### src/rtl/apb_arb_master.sv
// Two-requester APB master with round-robin arbitration and pready timeout.
// A timed-out transfer completes with err=1 and rdata cleared.
module apb_arb_master #(
   parameter int ADDR_W  = 32,
   parameter int DATA_W  = 32,
   parameter int TIMEOUT = 16
) (
   input  logic              pclk,
   input  logic              preset,
   input  logic              req0,
   input  logic              req1,
   input  logic              write0,
   input  logic              write1,
   input  logic [ADDR_W-1:0] addr0,
   input  logic [ADDR_W-1:0] addr1,
   input  logic [DATA_W-1:0] wdata0,
   input  logic [DATA_W-1:0] wdata1,
   output logic              done0,
   output logic              done1,
   output logic [DATA_W-1:0] rdata,
   output logic              err,
   output logic              psel,
   output logic              penable,
   output logic              pwrite,
   output logic [ADDR_W-1:0] paddr,
   output logic [DATA_W-1:0] pwdata,
   input  logic [DATA_W-1:0] prdata,
   input  logic              pready
);

   typedef enum logic [1:0] {IDLE, SETUP, ACCESS} state_e;

   localparam int CW = $clog2(TIMEOUT);
   localparam logic [CW-1:0] WLAST = CW'(TIMEOUT - 1);

   state_e            state_q, state_d;
   logic              gnt_q, gnt_d;
   logic              last_q, last_d;
   logic [CW-1:0]     wait_q, wait_d;
   logic              psel_q, psel_d;
   logic              pen_q, pen_d;
   logic              pwrite_q, pwrite_d;
   logic [ADDR_W-1:0] paddr_q, paddr_d;
   logic [DATA_W-1:0] pwdata_q, pwdata_d;
   logic              done0_q, done0_d;
   logic              done1_q, done1_d;
   logic [DATA_W-1:0] rdata_q, rdata_d;
   logic              err_q, err_d;

   logic e0, e1, pick;

   // A requester still holding req in its own done cycle is not eligible.
   assign e0   = req0 & ~done0_q;
   assign e1   = req1 & ~done1_q;
   assign pick = (e0 & e1) ? ~last_q : e1;

   always_comb begin
      state_d  = state_q;
      gnt_d    = gnt_q;
      last_d   = last_q;
      wait_d   = wait_q;
      psel_d   = psel_q;
      pen_d    = pen_q;
      pwrite_d = pwrite_q;
      paddr_d  = paddr_q;
      pwdata_d = pwdata_q;
      done0_d  = 1'b0;
      done1_d  = 1'b0;
      rdata_d  = rdata_q;
      err_d    = err_q;
      unique case (state_q)
         IDLE: begin
            if (e0 | e1) begin
               gnt_d    = pick;
               last_d   = pick;
               pwrite_d = pick ? write1 : write0;
               paddr_d  = pick ? addr1 : addr0;
               pwdata_d = pick ? wdata1 : wdata0;
               psel_d   = 1'b1;
               state_d  = SETUP;
            end
         end
         SETUP: begin
            pen_d   = 1'b1;
            wait_d  = '0;
            state_d = ACCESS;
         end
         ACCESS: begin
            if (pready || (wait_q == WLAST)) begin
               state_d = IDLE;
               psel_d  = 1'b0;
               pen_d   = 1'b0;
               done0_d = ~gnt_q;
               done1_d = gnt_q;
               err_d   = ~pready;
               if (!pready)
                  rdata_d = '0;
               else if (!pwrite_q)
                  rdata_d = prdata;
            end else begin
               wait_d = wait_q + 1'b1;
            end
         end
         default: state_d = IDLE;
      endcase
   end

   always_ff @(posedge pclk) begin
      if (!preset) begin
         state_q  <= IDLE;
         gnt_q    <= 1'b0;
         last_q   <= 1'b1;
         wait_q   <= '0;
         psel_q   <= 1'b0;
         pen_q    <= 1'b0;
         pwrite_q <= 1'b0;
         paddr_q  <= '0;
         pwdata_q <= '0;
         done0_q  <= 1'b0;
         done1_q  <= 1'b0;
         rdata_q  <= '0;
         err_q    <= 1'b0;
      end else begin
         state_q  <= state_d;
         gnt_q    <= gnt_d;
         last_q   <= last_d;
         wait_q   <= wait_d;
         psel_q   <= psel_d;
         pen_q    <= pen_d;
         pwrite_q <= pwrite_d;
         paddr_q  <= paddr_d;
         pwdata_q <= pwdata_d;
         done0_q  <= done0_d;
         done1_q  <= done1_d;
         rdata_q  <= rdata_d;
         err_q    <= err_d;
      end
   end

   assign psel    = psel_q;
   assign penable = pen_q;
   assign pwrite  = pwrite_q;
   assign paddr   = paddr_q;
   assign pwdata  = pwdata_q;
   assign done0   = done0_q;
   assign done1   = done1_q;
   assign rdata   = rdata_q;
   assign err     = err_q;

endmodule

### config.mk
export PLATFORM = sky130hd
export DESIGN_NAME = apb_arb_master
export DESIGN_NICKNAME = d
export VERILOG_FILES = /design/src/rtl/apb_arb_master.sv
export SDC_FILE = /design/constraint.sdc
export NUM_CORES = 1
export LEC_CHECK = 0
export BUFFER_PORTS_ARGS = -buffer_cell sky130_fd_sc_hd__buf_2
export CORE_MARGIN = 5
export CORE_UTILIZATION = 43
export DETAILED_ROUTE_END_ITERATION = 7
export PLACE_DENSITY_LB_ADDON = 0.3
export SYNTH_ARGS = -nofsm -noshare
export SYNTH_HDL_FRONTEND = slang
export SYNTH_SLANG_ARGS = --single-unit
### constraint.sdc
create_clock -name pclk -period 1.89 [get_ports pclk]
set_input_delay 0.0945 -clock pclk [delete_from_list [all_inputs] [get_ports pclk]]
set_output_delay 0.0945 -clock pclk [all_outputs]
set_load 0.03 [all_outputs]
== After elaboration in Yosys (flattened, before gate mapping) ==
Cells that the tools add are included.

* $add $sub $neg: 1
* Equal/unequal tests: 7
* Multiplexer cells: 15
* Bitwise gates (word level): 9
* Reduce and logical (&&, ||, !) cells: 12

{| class="wikitable"
|+ Operators with widths
! cell !! count
|-
| $mux W32 || 4
|-
| $reduce_and A2 Y1 || 5
|-
| $reduce_and A3 Y1 || 3
|-
| $ne A2 B2 Y1 const B || 4
|-
| $pmux W4 S2 || 1
|-
| $pmux W2 S3 || 1
|-
| $not A1 Y1 || 5
|-
| $add A4 B1 Y4 const B || 1
|-
| $eq A4 B4 Y1 const B || 1
|-
| $mux W1 || 4
|-
| $mux W2 || 2
|-
| $mux W4 || 1
|-
| $pmux W1 S2 || 2
|-
| $reduce_bool A2 Y1 || 2
|-
| $and A1 B1 Y1 || 3
|-
| $eq A2 B1 Y1 const B || 1
|-
| $eq A2 B2 Y1 const B || 1
|-
| $logic_not A2 Y1 || 1
|-
| $logic_or A1 B1 Y1 || 1
|-
| $or A1 B1 Y1 || 1
|}

* Register bits after elaboration: 110
* Output and inout bits: 102

== Logic depth before layout (Yosys ltp) ==
* Word-level depth: 5
* Gate-level depth with buffers: 6

== Worst setup path before layout ==
No wires, ideal clock.

* Kind: flip-flop to flip-flop
* Start point: reg wait_q[0]
* End point: reg rdata_q[0], in the netlist rdata[0]
* Library setup time: 60 ps
* Arrival: 1365 ps
* Required time: 1830 ps
* Slack: 466 ps
* Stages on the path, launching flop included: 7
* Buffers on the path: 1
* Cells stage by stage: dfxtp_1 -> ha_1 -> a31oi_4 -> nor2_4 -> a21boi_2 -> buf_2 -> a22o_1

* Cells in the longest elaborated chain, start to end: 3

{| class="wikitable"
|+ RTL lines
! element !! RTL line !! text
|-
| start: declaration || 39 || <nowiki>logic [CW-1:0] wait_q, wait_d;</nowiki>
|-
| start signal: assignment || 127 || <nowiki>wait_q <= wait_d;</nowiki>
|-
| $eq A4 B4 Y1 || 89 || <nowiki>if (pready || (wait_q == WLAST)) begin</nowiki>
|-
| $logic_or A1 B1 Y1 || 89 ||
|-
| $reduce_and A3 Y1 (no line) || n/a ||
|-
| end signal: assignment || 135 || <nowiki>rdata_q <= rdata_d;</nowiki>
|-
| end: declaration || 47 || <nowiki>logic [DATA_W-1:0] rdata_q, rdata_d;</nowiki>
|}

No other way between the ends.
A chain may end at the register's enable or synchronous reset.

== Worst setup path after layout ==
* Start point: reg done1_q, in the netlist done1
* End point: reg pwdata_q[7], in the netlist pwdata[7]

* Cells in the longest elaborated chain, start to end: 5

{| class="wikitable"
|+ RTL lines
! element !! RTL line !! text
|-
| start: declaration || 46 || <nowiki>logic done1_q, done1_d;</nowiki>
|-
| start signal: assignment || 134 || <nowiki>done1_q <= done1_d;</nowiki>
|-
| $not A1 Y1 (*) || 54 || <nowiki>assign e1 = req1 & ~done1_q;</nowiki>
|-
| $and A1 B1 Y1 (*) || 54 ||
|-
| $and A1 B1 Y1 || 55 || <nowiki>assign pick = (e0 & e1) ? ~last_q : e1;</nowiki>
|-
| $mux W1 || 55 ||
|-
| $mux W32 || 78 || <nowiki>pwdata_d = pick ? wdata1 : wdata0;</nowiki>
|-
| end signal: assignment || 132 || <nowiki>pwdata_q <= pwdata_d;</nowiki>
|-
| end: declaration || 44 || <nowiki>logic [DATA_W-1:0] pwdata_q, pwdata_d;</nowiki>
|}

Mark *: on every way between the ends. The rest lies on a longest branch, timed or not.

==> results_dict.tcl <==
set metrics [dict create \
    status "finished, violations left" \
    violations "DRC" \
    synthArstFlopShare 0 \
    fin_ws_ns 0.2341 \
    seqPwrFrac 0.460 \
    wl_met2_um 9285 \
    fin_setup_tns_ns 0 \
    worst_pin_slew_ns 0.4593 \
    combPwrFrac 0.305 \
    hold_path.class "in2reg" \
    grt_pass1_vias 5765 \
    pwr-share-clk 0.235 \
    worstHoldPathCells 3 \
    dpl_cell_area_sq_mm 0.005733 \
    place_ws_ns 0.3322 \
    max-slew-margin-rel 0.6938 \
    yosysUniqueCellTypes 36 \
    cts_setup_buffers 0 \
    ctsHtreeMaxLevel 3 \
    clockBufferDepth 2 \
    die_x_um 110.0 \
    cp_num_buf_inv 1 \
    worst_r2r_path_depth 5 \
    holdWs_ns 0.1036 \
    cpPeakStageDelay_ns 0.40 \
    stdcell_count 1050 \
    detail-route-antenna-nets 0 \
    p_per_area_mw_per_mm2 762.8 \
    routed_via_density 5.396 \
    rsz0062_at_grt "false" \
    netlist_area_sq_mm 0.004303 \
    core-area_sq_mm 0.009774 \
    critPathKind "reg2reg" \
    cp-start-kind "flop" \
    overflow 0 \
    skew_ns 0.01617 \
    drive_above_1_share 0.3352 \
    hold_viol_final 0 \
    hold_path.startpoint "pready" \
    r2r-end "pwdata[7]" \
    holdPathEnd "rdata[29]" \
    swShare 0.3501 \
    cts_tree "yes" \
    routedWlPerCell_um 17.67 \
    period_share 0.8761 \
    finalPower_mw 5.759 \
    multi_input_area_sq_mm 0.001891 \
    die-height_um 110.0 \
    utilization 0.7724 \
    highest_layer "met4" \
    antenna_found_initial 0 \
    grt_usage 0.2972 \
    dp.cells 870 \
    wl_met1_um 6580 \
    fin_area_sq_mm 0.007550 \
    cellLeakagePower_nw 3.615 \
    syn_area_per_cell_sq_um 8.571 \
    wl_met3_um 1931 \
    power_switching_mw 2.016 \
    io_pins 269 \
    gp_congestion 0.7969 \
    cpMaxStageDelayCell "o21a_4" \
    fmax_mhz 603.9 \
    rrSetupSlack_ns 0.23 \
    cts_made_buffers 9 \
    clk_pin_slew_worst_paths_ns 0.11 \
    ff_latch_area_sq_mm 0.002202 \
    dp_hpwl_um 9918 \
    worstPathArrival_ns 1.94 \
    path_cells "nor2b_1, o21a_4, buf_12, o21ai_0, a31oi_1" \
    drv_cap 0 \
    insertion_delay_ns 0.37 \
    reg2reg_from "done1" \
    grt_max_degree 53 \
    first_pass_iters 8 \
    drt_iter0_markers 412 \
    min_period_ns 1.656 \
    postCtsHoldBufs 163 \
    post_cts_resized 0 \
    yosys_warnings 0 \
    vias 5666 \
    end_kind "flop" \
    final_max_slew_viol_count 0 \
    synth_seq_area_share 0.5118 \
    cp_top_family "compound AO/OA/AOI/OAI gates" \
    start_util 0.4402 \
    netlist_instances 502 \
    numClockSinks 110 \
    synth_edf_count 0 \
    syn_nets 670 \
    io_buffers 268 \
    setup_viol 0 \
    wl_um 18560 \
    drc 1 \
    synth-seq-cells 110 \
    fillers 574 \
    cts_root_buffer "clkbuf_8" \
    rows 36 \
    internal-power_mw 3.743 \
    grt_pass1_wl_um 28280 \
    vdd_drop_max_mv 0.5341 \
    synth_flop_cell "dfxtp_1" \
    fin_nets 1079 \
    area_growth_pct 75.46 \
    die_area_sq_mm 0.01211 \
    cp.required_ns 2.18 \
    path_max_fanout 41 \
]
cell usage after synthesis, types with 2 or more instances:
| master | n | area, sq um |
|---|---|---|
| dfxtp_1 | 110 | 2202 |
| nand2b_1 | 3 | 18.77 |
| and2b_2 | 2 | 17.52 |
| a21boi_1 | 2 | 15.01 |
| buf_4 | 3 | 22.52 |
| o21ai_0 | 70 | 350.3 |
| nand3b_1 | 3 | 22.52 |
| a22o_1 | 31 | 271.5 |
| buf_6 | 3 | 33.78 |
| nand2_1 | 137 | 514.2 |
| nor2_1 | 7 | 26.28 |
| a31oi_1 | 65 | 406.6 |
| and2_1 | 2 | 12.51 |
| nand3_1 | 4 | 20.02 |
| a21oi_1 | 2 | 10.01 |
| buf_2 | 17 | 85.08 |
| clkbuf_1 | 20 | 75.07 |
| nor2b_1 | 3 | 18.77 |
power groups by stage:
stage	clock network [mW]	registers, mW	logic, mW
2_1_floorplan	0	3.08	0.493
3_3_place_gp	0	2.68	1.39
3_5_place_dp	0	2.68	1.41
4_1_cts	1.40	2.63	1.68
5_1_grt	1.46	2.67	1.87
6_report	1.35	2.65	1.76
cell usage in the layout, fill, tap and decap left out, types with 2 or more instances in the layout:
master           n
buf_2          268
dlygate4sd3_1  163
nand2_1        136
dfxtp_1        110
o21ai_0         70
a31oi_1         65
a22o_1          31
clkbuf_8         9
nor2_1           7
buf_4            7
nand3_1          4
buf_12           4
nor2b_1          3
nand3b_1         3
nand2b_1         3
and2b_2          2
a21oi_1          2
a21boi_1         2
clkinvlp_4       2
inv_8            2
flip-flops by register name (all words and copies together), names as in the netlist:
register / cells
rdata: 32
wait_q: 4
gnt_q: 1
last_q: 1
pwdata: 32
done0: 1
penable: 1
paddr: 32
done1: 1
err: 1
state_q: 2
pwrite: 1
psel: 1
worst max-delay path by stage:
stage                         start        end  slack [ns]  cells past startpoint
after floorplan           wait_q[0]   rdata[0]        0.47                      6
after global placement    wait_q[0]  wait_q[3]        0.40                      5
after detailed placement  wait_q[0]   rdata[2]        0.33                      6
after CTS                 wait_q[0]  rdata[28]        0.29                      6
after global routing          done1  pwdata[7]        0.15                      5
final                         done1  pwdata[7]        0.23                      5
worst register-to-register path, stage by stage (launching register included):
cell and delay [ns]:
dfxtp_1 0.32, nor2b_1 0.25, o21a_4 0.40, buf_12 0.24, o21ai_0 0.13, a31oi_1 0.23
routing by layer:
metal  GRT usage  vias up
li1            -     2585
met1      0.3195     2634
met2      0.5230      368
met3      0.1043       79
met4      0.1327        0
met5           0        -
logic make-up (layout without fill, tap and decap cells):
logic type | Yosys count | in the layout | synth area share
buf+inv | 44 | 458 | 0.05147
other cells | 0 | 1 | 0
compound gates | 177 | 177 | 0.2623
flops | 110 | 110 | 0.5118
simple gates | 170 | 170 | 0.1716
fa+ha+maj | 1 | 1 | 0.002907
area by class of cell:
| class | instances | area share |
|---|---|---|
| Timing Repair Buffer | 442 | 0.4113 |
| Multi-Input combinational cell | 348 | 0.2504 |
| Sequential cell | 110 | 0.2917 |
| Clock buffer | 10 | 0.01690 |
| Clock inverter | 6 | 0.007292 |
| Antenna cell | 1 | 0.0003315 |
| Tap cell | 133 | 0.02204 |
Power figures use the tool's default switching activity.
